==> config.mk <==
export PLATFORM = sky130hd
export DESIGN_NAME = datapath
export DESIGN_NICKNAME = d
export VERILOG_FILES = /design/src/rtl/cpu_pkg.sv /design/src/rtl/regfile.sv /design/src/rtl/datapath.sv
export SDC_FILE = /design/constraint.sdc
export NUM_CORES = 2
export LEC_CHECK = 0
export BUFFER_PORTS_ARGS = -buffer_cell sky130_fd_sc_hd__buf_2
export CAP_MARGIN = 20
export CORE_MARGIN = 2
export CORE_UTILIZATION = 48
export CTS_CLUSTER_SIZE = 8
export DETAILED_ROUTE_END_ITERATION = 10
export GPL_TIMING_DRIVEN = 0
export SLEW_MARGIN = 20
export SYNTH_ARGS = -nofsm -noshare
export SYNTH_HDL_FRONTEND = slang
export SYNTH_SLANG_ARGS = --single-unit
==> constraint.sdc <==
create_clock -name clk -period 8 [get_ports clk]
set_clock_uncertainty 0.2 [all_clocks]
set_input_delay 0.4 -clock clk [delete_from_list [all_inputs] [get_ports clk]]
set_output_delay 0.4 -clock clk [all_outputs]
set_load 0.01 [all_outputs]
==> src/rtl/cpu_pkg.sv <==
// Shared CPU definitions: ALU/shift encodings, status bit positions and the NZCV flag payload.
package cpu_pkg;

   localparam int unsigned DATA_W   = 32;
   localparam int unsigned RF_DEPTH = 16;
   localparam int unsigned ADDR_W   = 4;
   localparam int unsigned AMT_W    = 8;
   localparam int unsigned ROT_W    = 5;

   localparam int unsigned STAT_N = 31;
   localparam int unsigned STAT_Z = 30;
   localparam int unsigned STAT_C = 29;
   localparam int unsigned STAT_V = 28;

   typedef enum logic [2:0] {
      ALU_ADD = 3'b000,
      ALU_SUB = 3'b001,
      ALU_AND = 3'b010,
      ALU_ORR = 3'b011,
      ALU_EOR = 3'b100,
      ALU_MOV = 3'b101,
      ALU_MVN = 3'b110,
      ALU_BIC = 3'b111
   } alu_op_e;

   typedef enum logic [1:0] {
      SH_LSL = 2'b00,
      SH_LSR = 2'b01,
      SH_ASR = 2'b10,
      SH_ROR = 2'b11
   } shift_op_e;

   typedef struct packed {
      logic n;
      logic z;
      logic c;
      logic v;
   } nzcv_t;

endpackage

==> src/rtl/regfile.sv <==
// 16x32 register file: one synchronous write port, three combinational read ports.
module regfile
   import cpu_pkg::*;
(
   input  logic              clk,
   input  logic              rst_n,
   input  logic [ADDR_W-1:0] w_addr,
   input  logic              w_en,
   input  logic [DATA_W-1:0] w_data,
   input  logic [ADDR_W-1:0] ra_a,
   input  logic [ADDR_W-1:0] ra_b,
   input  logic [ADDR_W-1:0] ra_s,
   output logic [DATA_W-1:0] rd_a_c,
   output logic [DATA_W-1:0] rd_b_c,
   output logic [DATA_W-1:0] rd_s_c
);

   logic [DATA_W-1:0] regs [RF_DEPTH];

   always_ff @(posedge clk or negedge rst_n) begin
      if (!rst_n) begin
         for (int i = 0; i < int'(RF_DEPTH); i++) regs[i] <= '0;
      end else if (w_en) begin
         regs[w_addr] <= w_data;
      end
   end

   // No write bypass: a read in the write cycle sees the old contents.
   assign rd_a_c = regs[ra_a];
   assign rd_b_c = regs[ra_b];
   assign rd_s_c = regs[ra_s];

endmodule

==> src/rtl/datapath.sv <==
// Execute-stage datapath: register file, operand latches, barrel shifter on B, ALU,
// result register C and NZCV status register.
module datapath
   import cpu_pkg::*;
(
   input  logic              clk,
   input  logic              rst_n,
   input  logic [DATA_W-1:0] datapath_in,
   input  logic              wb_sel,
   input  logic [ADDR_W-1:0] w_addr,
   input  logic              w_en,
   input  logic [ADDR_W-1:0] A_addr,
   input  logic [ADDR_W-1:0] B_addr,
   input  logic [ADDR_W-1:0] shift_addr,
   input  logic              en_A,
   input  logic              en_B,
   input  logic              en_S,
   input  logic              sel_shift,
   input  logic [DATA_W-1:0] shift_imme,
   input  logic [1:0]        shift_op,
   input  logic              sel_A,
   input  logic              sel_B,
   input  logic [DATA_W-1:0] imme_data,
   input  logic [2:0]        ALU_op,
   input  logic              en_C,
   input  logic              en_status,
   output logic [DATA_W-1:0] datapath_out,
   output logic [DATA_W-1:0] status_out
);

   logic [DATA_W-1:0] a_q, b_q, s_q, c_q;
   nzcv_t             flags_q, flags_c;
   logic [DATA_W-1:0] rd_a_c, rd_b_c, rd_s_c, wb_data_c;
   logic [DATA_W-1:0] shifted_c, op_a_c, op_b_c, alu_res_c;
   logic [DATA_W:0]   sum_c;
   logic [AMT_W-1:0]  amt_c;
   logic [ROT_W-1:0]  rot_c;
   alu_op_e           alu_op_c;
   shift_op_e         shift_op_c;
   logic              unused_s_hi;

   // Write-back takes the registered C, never the live ALU output.
   assign wb_data_c = wb_sel ? datapath_in : c_q;

   regfile u_regfile (
      .clk    (clk),
      .rst_n  (rst_n),
      .w_addr (w_addr),
      .w_en   (w_en),
      .w_data (wb_data_c),
      .ra_a   (A_addr),
      .ra_b   (B_addr),
      .ra_s   (shift_addr),
      .rd_a_c (rd_a_c),
      .rd_b_c (rd_b_c),
      .rd_s_c (rd_s_c)
   );

   always_ff @(posedge clk or negedge rst_n) begin
      if (!rst_n) begin
         a_q <= '0;
         b_q <= '0;
         s_q <= '0;
      end else begin
         if (en_A) a_q <= rd_a_c;
         if (en_B) b_q <= rd_b_c;
         if (en_S) s_q <= sel_shift ? rd_s_c : shift_imme;
      end
   end

   // Only the low byte of S is a shift amount.
   assign amt_c       = s_q[AMT_W-1:0];
   assign rot_c       = amt_c[ROT_W-1:0];
   assign unused_s_hi = ^s_q[DATA_W-1:AMT_W];
   assign shift_op_c  = shift_op_e'(shift_op);
   assign alu_op_c    = alu_op_e'(ALU_op);

   always_comb begin
      shifted_c = b_q;
      if (amt_c != '0) begin
         unique case (shift_op_c)
            SH_LSL: shifted_c = (amt_c >= AMT_W'(DATA_W)) ? '0 : (b_q << rot_c);
            SH_LSR: shifted_c = (amt_c >= AMT_W'(DATA_W)) ? '0 : (b_q >> rot_c);
            SH_ASR: shifted_c = (amt_c >= AMT_W'(DATA_W)) ? {DATA_W{b_q[DATA_W-1]}}
                                                         : DATA_W'($signed(b_q) >>> rot_c);
            SH_ROR: shifted_c = (b_q >> rot_c) | (b_q << ((ROT_W+1)'(DATA_W) - {1'b0, rot_c}));
         endcase
      end
   end

   assign op_a_c = sel_A ? '0 : a_q;
   assign op_b_c = sel_B ? imme_data : shifted_c;

   always_comb begin
      sum_c     = '0;
      alu_res_c = '0;
      flags_c   = '0;
      unique case (alu_op_c)
         ALU_ADD: begin
            sum_c     = {1'b0, op_a_c} + {1'b0, op_b_c};
            alu_res_c = sum_c[DATA_W-1:0];
            flags_c.c = sum_c[DATA_W];
            flags_c.v = (op_a_c[DATA_W-1] == op_b_c[DATA_W-1]) &&
                        (alu_res_c[DATA_W-1] != op_a_c[DATA_W-1]);
         end
         ALU_SUB: begin
            // Carry out of A + ~B + 1 is NOT borrow.
            sum_c     = {1'b0, op_a_c} + {1'b0, ~op_b_c} + (DATA_W+1)'(1);
            alu_res_c = sum_c[DATA_W-1:0];
            flags_c.c = sum_c[DATA_W];
            flags_c.v = (op_a_c[DATA_W-1] != op_b_c[DATA_W-1]) &&
                        (alu_res_c[DATA_W-1] != op_a_c[DATA_W-1]);
         end
         ALU_AND: alu_res_c = op_a_c & op_b_c;
         ALU_ORR: alu_res_c = op_a_c | op_b_c;
         ALU_EOR: alu_res_c = op_a_c ^ op_b_c;
         ALU_MOV: alu_res_c = op_b_c;
         ALU_MVN: alu_res_c = ~op_b_c;
         ALU_BIC: alu_res_c = op_a_c & ~op_b_c;
      endcase
      flags_c.n = alu_res_c[DATA_W-1];
      flags_c.z = (alu_res_c == '0);
   end

   always_ff @(posedge clk or negedge rst_n) begin
      if (!rst_n) begin
         c_q     <= '0;
         flags_q <= '0;
      end else begin
         if (en_C)      c_q     <= alu_res_c;
         if (en_status) flags_q <= flags_c;
      end
   end

   assign datapath_out = c_q;

   always_comb begin
      status_out         = '0;
      status_out[STAT_N] = flags_q.n;
      status_out[STAT_Z] = flags_q.z;
      status_out[STAT_C] = flags_q.c;
      status_out[STAT_V] = flags_q.v;
   end

endmodule

==> reports/results.md <==
- finished, violations left — result of the run
- setup timing — failing checks
- 0.68 ns — clock latency at the later pin of the worst-skew pair
- 325000 um — wire length of the first global-routing pass
- 3 — buffer depth of the longest clock path
- 313 um — height of the chip
- 0 — Slew Limit Fails
- dfrtp_1 — leading cell type in the layout, fill and taps excluded
- 20.9 nW — Leak
- 0.0376 ns — worst hold-check slack
- 5099 — net total in the final layout
- 0.0459 sq mm — total standard cell area after synthesis
- 6972 — Iter 0 DRT Violations
- -0.07 ns — Reg2Reg Setup Slack
- 10.0 sq um — average footprint of a synthesized cell
- 10 — crit path max fanout
- 8.39 ns — Data required, critical path
- 8455 — number of fillers in the final layout
- 3 — CTS H-tree depth
- dfrtp_1 (620), nor2_1 (507), a21oi_1 (488) — commonest cells after routing, fill and taps aside
- 22 — path depth of the worst reg2reg path
- 48.3% — initial standard-cell utilization of the core
- 7.26 — Via-to-Cell Ratio
- 0 — post-detailed-route DRC marker count
- 103 — count of unique library cells instantiated by Yosys
- register to register — WS Path Type
- 1.26 ns — worst slew pin tran
- 0.0949 sq mm — core region area
- 193 — I/O pins
- status_out[30] — capture point of the worst reg-to-reg path
- 0 — number of antenna-violating nets in the routed design
- status_out[30] — CP endpoint
- 313 um — Die Wd
- 125 — # port buffers
- 0.124 GHz — Fmax achieved
- 0 — synth warn
- 101% — final cycle utilization of the critical path
- 113 — row count
- 4574 — number of cells produced by synthesis
- 13.3% — headroom to the max-slew limit
- register — nature of the critical path startpoint
- 88 — number of buffers created by CTS
- 101 — pin count of the biggest net entering global routing
- 37.8 um — Wirelength per Cell
- 0 — number of enable-type register cells in the synthesized netlist
- 8.46 ns — worst path arrival time
- s_q[6] — Worst setup startpoint
- input port to register — Worst Hold Class
- dfrtp_1 — predominant post-synthesis flop cell
- 0.0980 sq mm — die area
- 233000 um — wirelength, routed
- false — RSZ-0062 raised after global routing
- 100% — FFs w/ async S/R, synth
- 33.8% — part of the Yosys area used for sequential elements
- 620 — total clock sinks
- 620 — register bit count reported by yosys
- register — endpoint type of the worst setup path
- 8.07 ns — Period minus WS final
- 0 — Final Hold Viols
- 8 — number of iterations in the first detailed-routing pass
- -0.0669 ns — smallest setup slack after layout
- 1 — Setup Viol. Count Final
- 46.9% — Total Routing Usage GR
- 42.4k — vias in the first global route
- 19 — antenna violations before repair
- 16.4 mW — total power of the final layout
- 13.4% — relative area change from synthesis to final layout
- -0.0669 ns — final total negative setup slack
- 44.7k — total number of vias
- 0 — max-cap check violation count
- 54.8% — utilization of the core after routing
- 1.10 — routability cong.
- 22.3% — share of final-layout standard cells stronger than drive strength 1
- 316 mW/mm^2 — power density over the cells
- 0 — total grt overflow
- 0.199 mV — largest vdd supply drop
- s_q[6] — critical register-to-register path startpoint
- yes — TritonCTS clock tree
- 0.06 ns — clock transition at the register clock pins on the worst setup and hold paths after CTS
- 176000 um — DP Wirelength
- clkbuf_16 — CTS root buf
## synth_stat cells (all sizes together) (97+ instances only)
cell type | instances | area [sq um]
o21ai | 320 | 1600
mux2i | 180 | 1820
clkbuf | 336 | 1270
buf | 133 | 802
a21oi | 490 | 2450
nand2 | 373 | 1400
mux4 | 445 | 10000
inv | 112 | 420
nor2 | 512 | 1920
dfrtp | 620 | 15500
ha | 97 | 1210
mux2 | 119 | 1340
## critical path, cell delays in order (launching register included)
cell	delay, ns
dfrtp_1	0.31
clkbuf_1	0.60
or4_1	0.31
clkbuf_1	0.81
clkbuf_1	0.65
nor2_1	0.35
a22oi_1	0.41
a21bo_2	0.19
o21a_1	0.27
inv_1	0.08
ha_1	0.41
nand3_1	0.11
nor2_1	0.30
o2111ai_2	0.27
a31oi_1	0.48
o21ai_1	0.26
o21ai_0	0.41
o31ai_1	0.13
xnor2_1	0.16
a211oi_2	0.39
and4_1	0.24
nand4b_1	0.28
o32ai_2	0.33
## state kept, by name (all words and copies together), names as in the netlist
signal	count
a_q	32
b_q	32
datapath_out	32
s_q	8
status_out	4
u_regfile.regs	512
## area by class of cell
class / instances / area, sq um / area share, %
Clock inverter: 8 / 213 / 0.409
Inverter: 115 / 439 / 0.845
Timing Repair Buffer: 184 / 1350 / 2.59
Clock buffer: 93 / 2250 / 4.33
Buffer: 465 / 2170 / 4.18
Sequential cell: 620 / 15500 / 29.8
Tap cell: 1265 / 1580 / 3.04
Antenna cell: 9 / 22.5 / 0.0433
Multi-Input combinational cell: 3397 / 28400 / 54.7
## layer usage
metal / wire length (um) / vias to the layer above / track usage (%) / share of wire (%)
li1: - / 17600 / - / -
met1: 85100 / 22400 / 61.0 / 37
met2: 99300 / 3734 / 68.4 / 43
met3: 30800 / 913 / 15.2 / 13
met4: 17500 / 24 / 28.6 / 7.5
met5: 159 / - / 0 / 0.068
## worst min-delay path by stage
stage | cells after the start | slack, ns | startpoint | endpoint
CTS | 2 | 0.02 | en_A | a_q[31]
detailed placement | 1 | 0.001 | rst_n | datapath_out[18]
global route | 2 | 0.04 | en_A | a_q[31]
finish | 2 | 0.04 | en_A | a_q[31]
floorplan | 0 | -0.1 | rst_n | a_q[0]
global placement | 2 | 0.27 | u_regfile.regs[443] | u_regfile.regs[443]
## repair_timing
action | in CTS | in global routing
endpoints found under the setup margin | 33 | 6
endpoints found under the hold margin | 107 | 0
buffers inserted | 3 | 11
pin swaps | 5 | 10
resized for setup | 86 | 56
hold buffers | 18 | 0
## logic make-up after synthesis
| group | after synthesis | synth area share [%] |
|---|---|---|
| buffers and inverters | 584 | 5.47 |
| muxes | 744 | 28.8 |
| AOI/OAI and AO/OA | 1251 | 16.5 |
| other | 1 | 0.00818 |
| DFF | 620 | 33.8 |
| xor gates and xnor gates | 38 | 0.726 |
| and+or+nand+nor | 1237 | 12.0 |
| adders and majority gates | 99 | 2.73 |
## power by group
group	internal [mW]	total [mW]	switching [mW]
sequential	4.02	4.90	0.886
clock	2.02	3.48	1.46
combinational	3.05	8.05	5.01
total	9.08	16.4	7.35
## metrics by stage
| step | area [sq um] | setup slack (ns) | instances |
|---|---|---|---|
| after floorplan | 46000 | 0.926 | 4601 |
| after global placement | 48200 | -6.89 | 5991 |
| after detailed placement | 48700 | -2.79 | 6016 |
| after CTS | 51700 | 0.00890 | 6136 |
| after global routing | 52000 | 0.00403 | 6149 |
| final | 52000 | -0.0669 | 6156 |
Power figures use the tool's default switching activity.
